## src/rtl/reg_file_access_ctrl.sv

```systemverilog
// rtl/reg_file_access_ctrl.sv - command-stream master for the Register_file port
// Decodes WR/RD command frames into register-file strobes and returns read data.
module reg_file_access_ctrl #(
  parameter int                     DATA_WIDTH  = 16,
  parameter int                     ADDR_WIDTH  = 4,
  parameter int                     FRAME_WIDTH = 8,
  parameter logic [FRAME_WIDTH-1:0] WR_CMD      = 8'hAA,
  parameter logic [FRAME_WIDTH-1:0] RD_CMD      = 8'hBB,
  parameter int                     RD_LATENCY  = 1
) (
  input  logic                   CLK,
  input  logic                   RST,
  input  logic [FRAME_WIDTH-1:0] In_Data,
  input  logic                   In_Valid,
  output logic                   In_Ready,
  output logic                   WrEn,
  output logic                   RdEn,
  output logic [ADDR_WIDTH-1:0]  Address,
  output logic [DATA_WIDTH-1:0]  WrData,
  input  logic [DATA_WIDTH-1:0]  RdData,
  output logic [DATA_WIDTH-1:0]  Out_Data,
  output logic                   Out_Valid,
  input  logic                   Out_Ready,
  output logic                   Cmd_Err
);

  localparam int BEATS  = DATA_WIDTH / FRAME_WIDTH;
  localparam int BEAT_W = $clog2(BEATS) + 1;
  localparam int LAT_W  = $clog2(RD_LATENCY + 1) + 1;
  localparam logic [BEAT_W-1:0] LAST_BEAT = BEAT_W'(BEATS - 1);
  localparam logic [LAT_W-1:0]  LAT_LAST  = LAT_W'(RD_LATENCY);

  typedef enum logic [2:0] {
    S_IDLE, S_WR_ADDR, S_WR_DATA, S_WR_EXEC,
    S_RD_ADDR, S_RD_EXEC, S_RD_WAIT, S_RD_RESP
  } state_t;

  state_t                  r_state,    w_state_nxt;
  logic [BEAT_W-1:0]       r_beat,     w_beat_nxt;
  logic [LAT_W-1:0]        r_lat,      w_lat_nxt;
  logic                    r_wr_en,    w_wr_en_nxt;
  logic                    r_rd_en,    w_rd_en_nxt;
  logic [ADDR_WIDTH-1:0]   r_addr,     w_addr_nxt;
  logic [DATA_WIDTH-1:0]   r_wr_data,  w_wr_data_nxt;
  logic [DATA_WIDTH-1:0]   r_out_data, w_out_data_nxt;
  logic                    r_out_valid, w_out_valid_nxt;
  logic                    r_cmd_err,  w_cmd_err_nxt;
  logic                    w_in_ready;
  logic                    w_accept;

  assign w_in_ready = !RST && (r_state inside {S_IDLE, S_WR_ADDR, S_WR_DATA, S_RD_ADDR});
  assign w_accept   = In_Valid && w_in_ready;

  always_comb begin
    w_state_nxt     = r_state;
    w_beat_nxt      = r_beat;
    w_lat_nxt       = r_lat;
    w_wr_en_nxt     = 1'b0;
    w_rd_en_nxt     = 1'b0;
    w_addr_nxt      = r_addr;
    w_wr_data_nxt   = r_wr_data;
    w_out_data_nxt  = r_out_data;
    w_out_valid_nxt = r_out_valid;
    w_cmd_err_nxt   = 1'b0;
    case (r_state)
      S_IDLE: begin
        if (w_accept) begin
          if (In_Data == WR_CMD)      w_state_nxt = S_WR_ADDR;
          else if (In_Data == RD_CMD) w_state_nxt = S_RD_ADDR;
          else                        w_cmd_err_nxt = 1'b1;
        end
      end
      S_WR_ADDR: begin
        if (w_accept) begin
          w_addr_nxt  = In_Data[ADDR_WIDTH-1:0];
          w_beat_nxt  = '0;
          w_state_nxt = S_WR_DATA;
        end
      end
      S_WR_DATA: begin
        // Beats arrive least-significant frame first.
        if (w_accept) begin
          w_wr_data_nxt[r_beat * FRAME_WIDTH +: FRAME_WIDTH] = In_Data;
          if (r_beat == LAST_BEAT) begin
            w_wr_en_nxt = 1'b1;
            w_state_nxt = S_WR_EXEC;
          end else begin
            w_beat_nxt = r_beat + BEAT_W'(1);
          end
        end
      end
      S_WR_EXEC: w_state_nxt = S_IDLE;
      S_RD_ADDR: begin
        if (w_accept) begin
          w_addr_nxt  = In_Data[ADDR_WIDTH-1:0];
          w_rd_en_nxt = 1'b1;
          w_state_nxt = S_RD_EXEC;
        end
      end
      S_RD_EXEC: begin
        w_lat_nxt   = LAT_W'(1);
        w_state_nxt = S_RD_WAIT;
      end
      S_RD_WAIT: begin
        // r_lat counts cycles elapsed since the RdEn cycle.
        if (r_lat == LAT_LAST) begin
          w_out_data_nxt  = RdData;
          w_out_valid_nxt = 1'b1;
          w_state_nxt     = S_RD_RESP;
        end else begin
          w_lat_nxt = r_lat + LAT_W'(1);
        end
      end
      S_RD_RESP: begin
        if (Out_Ready) begin
          w_out_valid_nxt = 1'b0;
          w_state_nxt     = S_IDLE;
        end
      end
      default: w_state_nxt = S_IDLE;
    endcase
  end

  always_ff @(posedge CLK) begin
    if (RST) begin
      r_state     <= S_IDLE;
      r_beat      <= '0;
      r_lat       <= '0;
      r_wr_en     <= 1'b0;
      r_rd_en     <= 1'b0;
      r_addr      <= '0;
      r_wr_data   <= '0;
      r_out_data  <= '0;
      r_out_valid <= 1'b0;
      r_cmd_err   <= 1'b0;
    end else begin
      r_state     <= w_state_nxt;
      r_beat      <= w_beat_nxt;
      r_lat       <= w_lat_nxt;
      r_wr_en     <= w_wr_en_nxt;
      r_rd_en     <= w_rd_en_nxt;
      r_addr      <= w_addr_nxt;
      r_wr_data   <= w_wr_data_nxt;
      r_out_data  <= w_out_data_nxt;
      r_out_valid <= w_out_valid_nxt;
      r_cmd_err   <= w_cmd_err_nxt;
    end
  end

  assign In_Ready  = w_in_ready;
  assign WrEn      = r_wr_en;
  assign RdEn      = r_rd_en;
  assign Address   = r_addr;
  assign WrData    = r_wr_data;
  assign Out_Data  = r_out_data;
  assign Out_Valid = r_out_valid;
  assign Cmd_Err   = r_cmd_err;

endmodule
```

## config.mk

```make
export PLATFORM = sky130hd
export DESIGN_NAME = reg_file_access_ctrl
export DESIGN_NICKNAME = d
export VERILOG_FILES = /design/src/rtl/reg_file_access_ctrl.sv
export SDC_FILE = /design/constraint.sdc
export NUM_CORES = 1
export LEC_CHECK = 0
export CAP_MARGIN = 0
export CORE_ASPECT_RATIO = 0.5
export CORE_MARGIN = 2
export CORE_UTILIZATION = 48
export CTS_CLUSTER_DIAMETER = 40
export DETAILED_ROUTE_END_ITERATION = 10
export GPL_TIMING_DRIVEN = 0
export PLACE_DENSITY = 0.86
export SYNTH_ARGS = -nofsm -noshare
export SYNTH_HDL_FRONTEND = slang
export SYNTH_SLANG_ARGS = --single-unit
```

## constraint.sdc

```tcl
create_clock -name CLK -period 2.9 [get_ports CLK]
set_input_delay 0.58 -clock CLK [delete_from_list [all_inputs] [get_ports CLK]]
set_output_delay 0.58 -clock CLK [all_outputs]
set_load 0.1 [all_outputs]
```

==> metrics.txt, run 1 <==
sequential share of the synthesized area 0.462; final worst clock skew approximately 7.5 ps; setup slack, reg-to-reg between 600 and 700 ps; Worst Tran Pin Value 987 ps; WL met1 approximately 2300 um; Setup TNS 0 ps; CTS tree done; Starting Density 0.511; Max Fclk 354 MHz; RR Endpoint r_beat[1]; row count 16; Max clock buf depth 2; wire length on met2 2530 um; Die X 96.1 um; Simple-Gate Fraction of Synth Area 0.254; core utilization of the finished layout 0.723; EDFF count, synth 0; reg2reg start r_beat[0]; Final Max Tran Viols 0; Mapped Cells 250; vias in the first global route around 1900; post-route non-filler standard cell count 379; share of flip-flops with an asynchronous set or reset 0; CP startpoint RST; Worst Hold Class flip-flop to flip-flop; CP Class input pin to output pin; maximum vdd ir drop between 200 and 250 uV; Worst Hold Launch Out_Data[11]; post-synth cell types 37; later-pin clock latency in the skew report approximately 300 ps; Routed wire per std cell 13.6 um; synthesized flop and latch total 47; Slew Limit Headroom 0.340; DP Cell Count 372; share of cells above drive strength 1 0.0769; max_cap viols 0; Syn. warnings 0; global placement routability congestion about 0.9; multiplexer share of the synthesized area 0.0301; DRT Wirelength 5160 um; LEAKAGE 0.988 nW; Port Buf Inserts 68; initial antenna violation count 0; FF-to-FF path depth 7; nature of the critical path endpoint output pin; Antenna Violating Nets Remaining 0; crit path DAT 2250 ps; hold slack 455 ps; Avg Cell Area, Syn 8.14 sq um; DR DRC count 0; commonest non-fill, non-tap cell in the layout clkdlybuf4s50_1; first-pass GRT wire length 8360 um; I/O pin cnt roughly 70; Via-to-Cell Ratio 5.19; GRT Overall Usage 0.226; Iteration-0 DRC Markers 94; H-Tree Depth 2; total number of vias 1966; Core Area 3980 sq um; die area ~4800 sq um; clock sink count 47; minimum clock period 2830 ps; Post-Syn Nets 287; mapped cell area 2030 sq um; CTS root buffer clkbuf_8; CP Launch Type input pin; post-synthesis adder-cell area fraction 0.0554; die span in y 50.0 um; status completed; Antenna diodes 0; met3 WL roughly 280 um; setup violators final 0; Final HPWL DP 3840 um; total congestion overflow 0; Hold Vio Cnt, Final 0; most frequent cells in the layout 67 x clkdlybuf4s50_1, 57 x nand2_1, 47 x dfxtp_1, 38 x a21oi_1, 15 x nor2_1; Top FF cell, synth dfxtp_1; CTS Buf Count 5; final net count 361; Layout Area Growth over Synthesis 41.6%; PwrDens 395 nW/um^2; Clock transition at path regs 80 ps; pin count of the biggest net entering global routing 16; main combinational cell family by area after synthesis simple AND/OR/NAND/NOR gates; DR pass1 iterations 4; Max Used Layer met4; crit path max fanout 12; XOR/XNOR Fraction of Synth Area 0.00431; RSZ-0062 raised after global routing no; Final period util 0.975; critical path required time 2320 ps; setup bufs post-CTS 0; Synth Area in Compound Gates 0.144; Worst setup endpoint In_Ready
## cells in the mapped netlist (2+ instances only)
master / number / area, sq um
o31ai_1: 2 / 15.0
nor2_1: 15 / 56.3
or3_1: 2 / 12.5
and3_1: 2 / 12.5
a21oi_1: 38 / 190
nand2_1: 57 / 214
nand2b_1: 5 / 31.3
inv_1: 10 / 37.5
ha_1: 9 / 113
a21oi_2: 2 / 17.5
mux2i_1: 5 / 50.1
nand3_1: 11 / 55.1
a41o_1: 2 / 20.0
nor3_1: 2 / 10.0
and2_1: 2 / 12.5
clkbuf_1: 7 / 26.3
dfxtp_1: 47 / 941
buf_2: 6 / 30.0
nand4_1: 8 / 50.1
## worst min-delay path by stage
stage | cells after the start | to | slack [ps]
after CTS | 2 | WrData[0] | 460
after global routing | 2 | WrData[10] | 480
after global placement | 2 | r_beat[1] | 440
after floorplan | 2 | r_beat[1] | 430
after detailed placement | 2 | WrData[15] | 450
final | 2 | Out_Data[11] | 460
## routing by layer
| layer | track usage | vias up |
|---|---|---|
| met5 | 0 | - |
| met4 | 0.0643 | 0 |
| met3 | 0.0550 | 5 |
| li1 | - | 988 |
| met1 | 0.275 | 915 |
| met2 | 0.397 | 58 |
## critical path, cell delays in order
cell and delay, ps:
clkdlybuf4s50_1 630, clkbuf_2 310, nor2_1 160, clkdlybuf4s15_2 570
## cells by family after synthesis
family                   Yosys count
flip-flops                        47
AO/OA/AOI/OAI                     50
multiplexers                       6
buffers and inverters             25
XOR/XNOR                           1
AND/OR/NAND/NOR                  112
adder cells (fa/ha/maj)            9
## power breakdown
| part | switching, mW | leakage [nW] | internal (mW) | total (mW) |
|---|---|---|---|---|
| logic | 0.0406 | 0.562 | 0.0402 | 0.0807 |
| registers | 0.000307 | 0.379 | 0.645 | 0.646 |
| clock network | 0.216 | 0.0474 | 0.194 | 0.411 |
| total | 0.257 | 0.988 | 0.880 | 1.14 |
## through the flow
step / setup WS [ps] / total power, mW / instance area (sq um)
6_report: 72.2 / 1.14 / 2880
5_1_grt: 13.3 / 1.18 / 2880
4_1_cts: 77.1 / 1.15 / 2880
3_5_place_dp: -659 / 0.742 / 2780
3_3_place_gp: -629 / 0.740 / 2780
2_1_floorplan: 62.6 / 0.689 / 2030
## cell type report
type,count,area (sq um)
Buffer,13,57.6
Clock buffer,6,82.6
Clock inverter,2,16.3
Fill cell,306,1100
Inverter,11,41.3
Multi-Input combinational cell,178,992
Sequential cell,47,941
Tap cell,54,67.6
Timing Repair Buffer,68,682
## timing repair
item                                   in CTS  in global routing
setup endpoints to repair                   1                  0
gates resized for setup                     4                  0
endpoints found under the hold margin       0                  0
hold buffers                                0                  0
## registers in the layout (all words and copies together), names as in the netlist
| name | count |
|---|---|
| Cmd_Err | 1 |
| Out_Valid | 1 |
| RdEn | 1 |
| r_beat | 2 |
| r_lat | 2 |
| Out_Data | 16 |
| WrEn | 1 |
| Address | 4 |
| r_state | 3 |
| WrData | 16 |
No activity file was read; power rests on OpenSTA's default activity.
==> run 2: changes to the inputs <==
--- a/config.mk
+++ b/config.mk
@@ -13,6 +13,7 @@
 export DETAILED_ROUTE_END_ITERATION = 10
 export GPL_TIMING_DRIVEN = 0
 export PLACE_DENSITY = 0.86
+export REMOVE_ABC_BUFFERS = 1
 export SYNTH_ARGS = -nofsm -noshare
 export SYNTH_HDL_FRONTEND = slang
 export SYNTH_SLANG_ARGS = --single-unit
==> run 2 against run 1 <==
  * Final cell count decreased by 3.4%
  * Sequential share of layout area increased by 0.67 points
  * Clock skew decreased by 0.64 ps
  * Utilization decreased by 1.4 points
  * Total power increased by 1.3%
  * Routed wire length decreased by 6.5%
  * Highest routed layer unchanged
==> metrics.txt, run 2 (synthesis results as in run 1) <==
commonest non-fill, non-tap cell in the layout clkdlybuf4s50_1 (unchanged); slowest cell on the critical path clkdlybuf4s15_2 (was clkdlybuf4s50_1); pin count of the biggest net entering global routing 49 (was 16); Antenna Violating Nets Remaining 0 (unchanged); die span in y 50.0 um (unchanged); Worst Hold Class flip-flop to flip-flop (unchanged); RSZ-0062 raised after global routing no (unchanged); initial antenna violation count 0 (unchanged); vias in the first global route 1816 (was 1856); critical path required time 2320 ps (about the same); first-pass GRT wire length 7760 um (was 8360 um); share of cells above drive strength 1 0.0609 (was 0.0769); Final HPWL DP 3500 um (was 3840 um); setup violators final 0 (unchanged); hold slack 455 ps (about the same); status completed (unchanged); Routed wire per std cell 13.2 um (was 13.6 um); Antenna diodes 0 (unchanged); maximum vdd ir drop 235 uV (was 216 uV); crit path DAT 2170 ps (was 2250 ps); CTS root buffer clkbuf_8 (unchanged); I/O pin cnt 69 (unchanged); nature of the critical path endpoint output pin (unchanged); crit path max fanout 11 (was 12); Sequential Area 941 sq um (unchanged); LEAKAGE 0.946 nW (was 0.988 nW); minimum clock period 2750 ps (was 2830 ps); Port Buf Inserts 68 (unchanged); Max Fclk 364 MHz (was 354 MHz); fill count 335 (was 306); Clock transition at path regs 90 ps (was 80 ps); global placement routability congestion 0.823 (was 0.920); Via-to-Cell Ratio 5.25 (was 5.19); CP Launch Type flip-flop (was input pin); H-Tree Depth 2 (unchanged); DR pass1 iterations 4 (unchanged); row count 16 (unchanged); footprint of the multi-input gates 992 sq um (unchanged); Max clock buf depth 2 (unchanged); DRT Wirelength 4820 um (was 5160 um); clock sink count 47 (unchanged); final setup margin 155 ps (was 72.2 ps); CP Class flip-flop to output pin (was input pin to output pin); later-pin clock latency in the skew report 300 ps (about the same); DR DRC count 0 (unchanged); max_cap viols 0 (unchanged); Layout Area Growth over Synthesis 38.7% (was 41.6%); total number of vias 1922 (was 1966); Final period util 0.947 (was 0.975); Final Max Tran Viols 0 (unchanged); most frequent cells in the layout 66 x clkdlybuf4s50_1, 57 x nand2_1, 47 x dfxtp_1, 38 x a21oi_1, 15 x nor2_1 (was 67 x clkdlybuf4s50_1, 57 x nand2_1, 47 x dfxtp_1, 38 x a21oi_1, 15 x nor2_1); Post-Place Worst Slack -32.5 ps (was -659 ps); die area 4810 sq um (unchanged); post-route non-filler standard cell count 366 (was 379); PwrDens 408 nW/um^2 (was 395 nW/um^2); CTS tree done (unchanged); Hold Vio Cnt, Final 0 (unchanged); GRT Overall Usage 0.204 (was 0.226); CTS Buf Count 5 (unchanged); Starting Density 0.511 (unchanged); final worst clock skew 6.85 ps (was 7.49 ps); setup bufs post-CTS 0 (unchanged); Die X 96.1 um (unchanged); Slew Limit Headroom 0.344 (was 0.340); power consumption 1.15 mW (was 1.14 mW); CP peak stage delay 500 ps (was 630 ps); Critical Path, Cell by Cell inv_1 > ha_1 > or2_4 > a21oi_2 > nor2_1 > clkdlybuf4s15_2 (was clkdlybuf4s50_1 > clkbuf_2 > nor2_1 > clkdlybuf4s15_2); Core Area 3980 sq um (unchanged); total congestion overflow 0 (unchanged); DP Cell Count 358 (was 372); Worst Tran Pin Value 981 ps (was 987 ps); Iteration-0 DRC Markers 69 (was 94); final net count 348 (was 361)
-- run 2: through the flow --
step	setup TNS (ps)	utilization	instance area [sq um]
after global placement	-10270	0.683	2720
after global routing	0	0.709	2820
final	0	0.709	2820
after CTS	0	0.709	2820
after detailed placement	-32.5	0.682	2720
after floorplan	0	-	1970
-- run 2: layout make-up --
class,instances,share of cell area
Sequential cell,47,0.333
Timing Repair Buffer,68,0.240
Inverter,11,0.0146
Clock inverter,1,0.00266
Multi-Input combinational cell,178,0.352
Tap cell,54,0.0239
Clock buffer,7,0.0341
-- run 2: power breakdown --
group          internal [mW]  switching [mW]
Clock                  0.217           0.213
Sequential             0.645        0.000373
Combinational         0.0382          0.0375
-- run 2: critical path: cells and delay by family (launching register included) --
kind            cells  cell delay (ps)
simple gates        2              380
flops               1              390
compound gates      1              160
fa+ha+maj           1              340
buf+inv             2              590
-- run 2: worst paths after layout --
path / start / to / slack, ps / cells past startpoint
max: r_state[0] / In_Ready / 150 / 6
min: r_beat[1] / r_beat[1] / 450 / 2
max reg2reg: r_state[0] / r_state[0] / 810 / 7
min reg2reg: r_beat[1] / r_beat[1] / 450 / 2
-- run 2: repair_timing --
item	in CTS	in global routing
hold buffers	0	0
endpoints found under the setup margin	1	0
gates resized for setup	3	0
-- run 2: routing by layer --
metal | track usage | wire [um] | up-vias
li1 | - | - | 967
met1 | 0.233 | 2150 | 895
met2 | 0.372 | 2350 | 53
met3 | 0.0535 | 264 | 7
met4 | 0.0643 | 65 | 0
met5 | 0 | 0 | -
==> edit 1: new RTL, config.mk and constraints of run 2 <==
The output `Cmd_Err` loses its register stage (`r_cmd_err` becomes a continuous assignment).
--- a/src/rtl/reg_file_access_ctrl.sv
+++ b/src/rtl/reg_file_access_ctrl.sv
@@ -132,7 +132,6 @@
       r_wr_data   <= '0;
       r_out_data  <= '0;
       r_out_valid <= 1'b0;
-      r_cmd_err   <= 1'b0;
     end else begin
       r_state     <= w_state_nxt;
       r_beat      <= w_beat_nxt;
@@ -143,9 +142,10 @@
       r_wr_data   <= w_wr_data_nxt;
       r_out_data  <= w_out_data_nxt;
       r_out_valid <= w_out_valid_nxt;
-      r_cmd_err   <= w_cmd_err_nxt;
     end
   end
+
+  assign r_cmd_err = w_cmd_err_nxt;
 
   assign In_Ready  = w_in_ready;
   assign WrEn      = r_wr_en;
Function: changed (a bounded check fails within 4 cycles, from zero or initial values and one cycle with RST high).
==> edit 1 against run 2 <==
  * Sequential cell count fell by 1
  * Power up 4.1%
  * Clock power increased by 9.5%
  * Area after synthesis down 0.74%
  * Setup slack worse by 0.13 ns
  * Cell area is 1.1% lower
  * Wire length shrank 2.7%
  * Fmax shrank 4.6%
  * Register-to-register slack improved by 0.21 ns
==> edit 1: results (changes against run 2) <==
synth unique cells=41 (+11%); layout cells sized above 1=6.35% (+0.26 points); Final HPWL DP=3.28 mm (-6.1%); pin count of the biggest net entering global routing=52 (+6.1%); clock latency on the worst-skew pair=0.30 ns (about the same); peak supply drop=0.238 mV (+1.3%); Post-Synth Adder-Cell Area=3.59% (-1.9 points); GRT Total Usage=20.5% (+0.074 points); Wirelength per Cell=13.3 microns (+0.89%); post-synthesis sequential area ratio=45.6% (-0.65 points); WL met2=2.34 mm (-0.21%); Synth Area in XOR/XNOR=0.434% (+0.0032 points); Clock Skew=0.00314 ns (-0.00371 ns); Fillers=324 (-3.3%); Worst Path Max Fanout=6 (-5); I/O Buffers=68 (unchanged); Critical Path AT=2.30 ns (+0.13 ns); syn avg cell area=8.49 sq um (+4.3%); DR WL met3=237 microns (-10%); Cells after DPL=345 (-3.6%); vias per cell=5.16 (-1.8%); met1 WL=2.09 mm (-2.6%); fin nets=331 (-4.9%); Synth area leaders=dfxtp_1 (46%), nand2_1 (9.7%), nand3b_1 (5.9%); worst slack, placed=-0.785 ns (-0.753 ns); DR vias=1,821 (-5.3%); Iteration-0 DRC Markers=62 (-10%); first-pass GRT wire length=7.60 mm (-2.1%); vias in the first global route=1,738 (-4.3%); leakage=0.960 nW (+1.4%); mux contribution to synthesized area=2.54% (-0.47 points); Slew HR=33.6% (-0.74 points); post-synthesis compound-gate area fraction=14.5% (+0.11 points); GPL Wtd Cong=0.739 (-10%); status=finished clean; Synth top cells by count=nand2_1 (52), dfxtp_1 (46), a21oi_1 (22)
## edit 1: cell count changes after synthesis, sizes merged, moves of 3 or more
cell	run 2	this run
nor2	16	13
o21ai	1	18
ha	9	5
nand2	58	52
inv	11	8
nand3	11	5
buf	7	10
a21oi	40	22
nand3b	1	16
nand4	8	0
## edit 1: cells by family after synthesis
logic type | Yosys count
fa+ha+maj | 6
mux | 5
compound gates | 51
xor+xnor | 1
buf+inv | 23
flops | 46
simple gates | 106
## edit 1: cell type report
type / count / share of cell area, %
multi-input cells: 169 / 35.6
clock buffers: 5 / 2.46
clock inverters: 3 / 1.43
inverters: 8 / 1.08
flip-flops and latches: 46 / 33.0
repair buffers: 68 / 24.1
well taps: 54 / 2.42
## edit 1: path summary, 6_finish.rpt
kind         slack [ns]                        end                 startpoint  cells after the start
min                0.46  Out_Data[15]$_SDFFE_PP0P_  Out_Data[15]$_SDFFE_PP0P_                      2
max reg2reg        1.02    WrData[12]$_SDFFE_PP0P_     r_beat[0]$_SDFFE_PP0P_                      5
min reg2reg        0.46  Out_Data[15]$_SDFFE_PP0P_  Out_Data[15]$_SDFFE_PP0P_                      2
max                0.02                    Cmd_Err                   In_Valid                      4
## edit 1: where the power goes
part           internal (mW)  switching (mW)  total, mW
clock                  0.254           0.218      0.471
combinational         0.0455          0.0493     0.0948
sequential             0.632        0.000875      0.633
## edit 1: metrics by stage
step	TNS (ns)	power (mW)	instance area (sq um)
4_1_cts	0	1.21	2790
2_1_floorplan	-1.04	0.684	1940
6_report	0	1.20	2790
5_1_grt	0	1.24	2790
3_3_place_gp	-8.82	0.742	2690
3_5_place_dp	-0.792	0.742	2690
## edit 1: worst max-delay path: stages
cell and delay (ns):
clkdlybuf4s50_1 0.57, or4b_4 0.52, a211oi_1 0.28, buf_4 0.34
## edit 1: routing by layer
layer  up-vias  GRT usage (%)
met4         0           8.33
li1        934              -
met2        45           36.1
met3         3           4.74
met1       839           24.0
met5         -              0
## edit 1: repair_timing
action | in CTS | in global routing
setup endpoints to repair | 2 | 0
gates resized for setup | 8 | 0
hold endpoints to repair | 0 | 0
==> edit 2: new RTL, settings of run 2 <==
Made on the original files. `ADDR_WIDTH`: 4 -> 2.
--- a/src/rtl/reg_file_access_ctrl.sv
+++ b/src/rtl/reg_file_access_ctrl.sv
@@ -2,7 +2,7 @@
 // Decodes WR/RD command frames into register-file strobes and returns read data.
 module reg_file_access_ctrl #(
   parameter int                     DATA_WIDTH  = 16,
-  parameter int                     ADDR_WIDTH  = 4,
+  parameter int                     ADDR_WIDTH  = 2,
   parameter int                     FRAME_WIDTH = 8,
   parameter logic [FRAME_WIDTH-1:0] WR_CMD      = 8'hAA,
   parameter logic [FRAME_WIDTH-1:0] RD_CMD      = 8'hBB,
Ports: changed (resized Address); port bits go from 69 to 67. No check against the original RTL was run, so the function may have changed too.
==> edit 2 against run 2 <==
  * Wire length shrank 5.0%
  * Power down 6.8%
  * Cell area fell by 4.0%
  * Setup slack better by 0.021 ns
  * Sequential share of layout area fell by 0.092 points
  * Area after synthesis down 3.3%
  * Synthesized cell count shrank 3.2%
  * Sequential cell count decreased by 2
  * Critical endpoint unchanged
==> edit 2: results (changes against run 2) <==
P_clk=0.381 mW (-11%); fin crit share=93.9% (-0.74 points); Iteration-0 DRC Markers=61 (-12%); mux contribution to synthesized area=1.02% (-2.0 points); Cells after DPL=348 (-2.8%); switching power=0.247 mW (-1.8%); fin nets=338 (-2.9%); worst slack, placed=-0.000924 ns (+0.0316 ns); WL met2=2.13 mm (-9.3%); syn avg cell area=8.13 sq um (-0.13%); vias in the first global route=1,736 (-4.4%); CP delay by family, top=buffers and inverters; first-pass GRT wire length=7.67 mm (-1.1%); status=finished clean; DR WL met3=272 microns (+3.0%); GR Util met1=25.5% (+2.2 points); WHS=0.458 ns (+0.00346 ns); GRT Total Usage=20.9% (+0.49 points); clock root buffer=clkbuf_8; Synth top cells by count=nand2_1 (57), dfxtp_1 (45), a21oi_1 (39); Critical Path AT=2.14 ns (-0.03 ns); CP Capture Point=In_Ready; Post-Synth Adder-Cell Area=5.73% (+0.19 points); leakage=0.887 nW (-6.2%); Final Routed Wirelength=4.58 mm (-5.0%); grt met3 use=5.87% (+0.52 points); met1 WL=2.13 mm (-0.70%); synth unique cells=38 (+2.7%); slew at the pin with the worst max-slew slack=0.982 ns (+0.00107 ns); peak supply drop=0.325 mV (+38%); post-synthesis sequential area ratio=45.8% (-0.45 points); met2 Usage GRT=35.6% (-1.6 points); Post-Layout Cell Count=356 (-2.7%); GPL Wtd Cong=0.845 (+2.8%); post-synthesis compound-gate area fraction=16.3% (+2.0 points); Synth Area in XOR/XNOR=0.445% (+0.015 points); layout cells sized above 1=4.97% (-1.1 points); combinational group power=0.0746 mW (-1%); WHS Endpoint=WrData[12]$_SDFFE_PP0P_; R2R setup slack=0.83 ns (+0.02 ns); Synth area leaders=dfxtp_1 (46%), nand2_1 (11%), a21oi_1 (9.9%); Cell Area, Placed=0.00263 sq mm (-3.4%)
==> edit 2: cell count changes after synthesis, sizes merged, moves of 2 or more <==
cell   delta
nor2      -6
o21ai     +5
mux2i     -3
dfxtp     -2
==> edit 2: area by class of cell <==
class	count	area, sq um
flip-flops and latches	45	901
multi-input cells	173	963
clock inverters	1	7.51
well taps	54	67.6
fillers	332	1210
clock buffers	7	76.3
inverters	10	37.5
repair buffers	66	657
==> edit 2: worst min-delay path, delay by kind of cell, from the launching register on <==
kind,cells,cell delay [ns]
DFF,1,0.32
and+or+nand+nor,1,0.05
AOI/OAI and AO/OA,1,0.05
==> edit 2: cell families (layout without fill, tap and decap cells) <==
kind of cell	Yosys count	count (layout)
multiplexers	2	2
AO/OA/AOI/OAI	55	55
AND/OR/NAND/NOR	106	106
XOR/XNOR	1	1
adder cells (fa/ha/maj)	9	9
buffers and inverters	24	84
flip-flops	45	45
==> edit 2: repair_timing <==
action | CTS | global route
resized for setup | 3 | 0
hold buffers | 0 | 0
endpoints found under the setup margin | 1 | 0
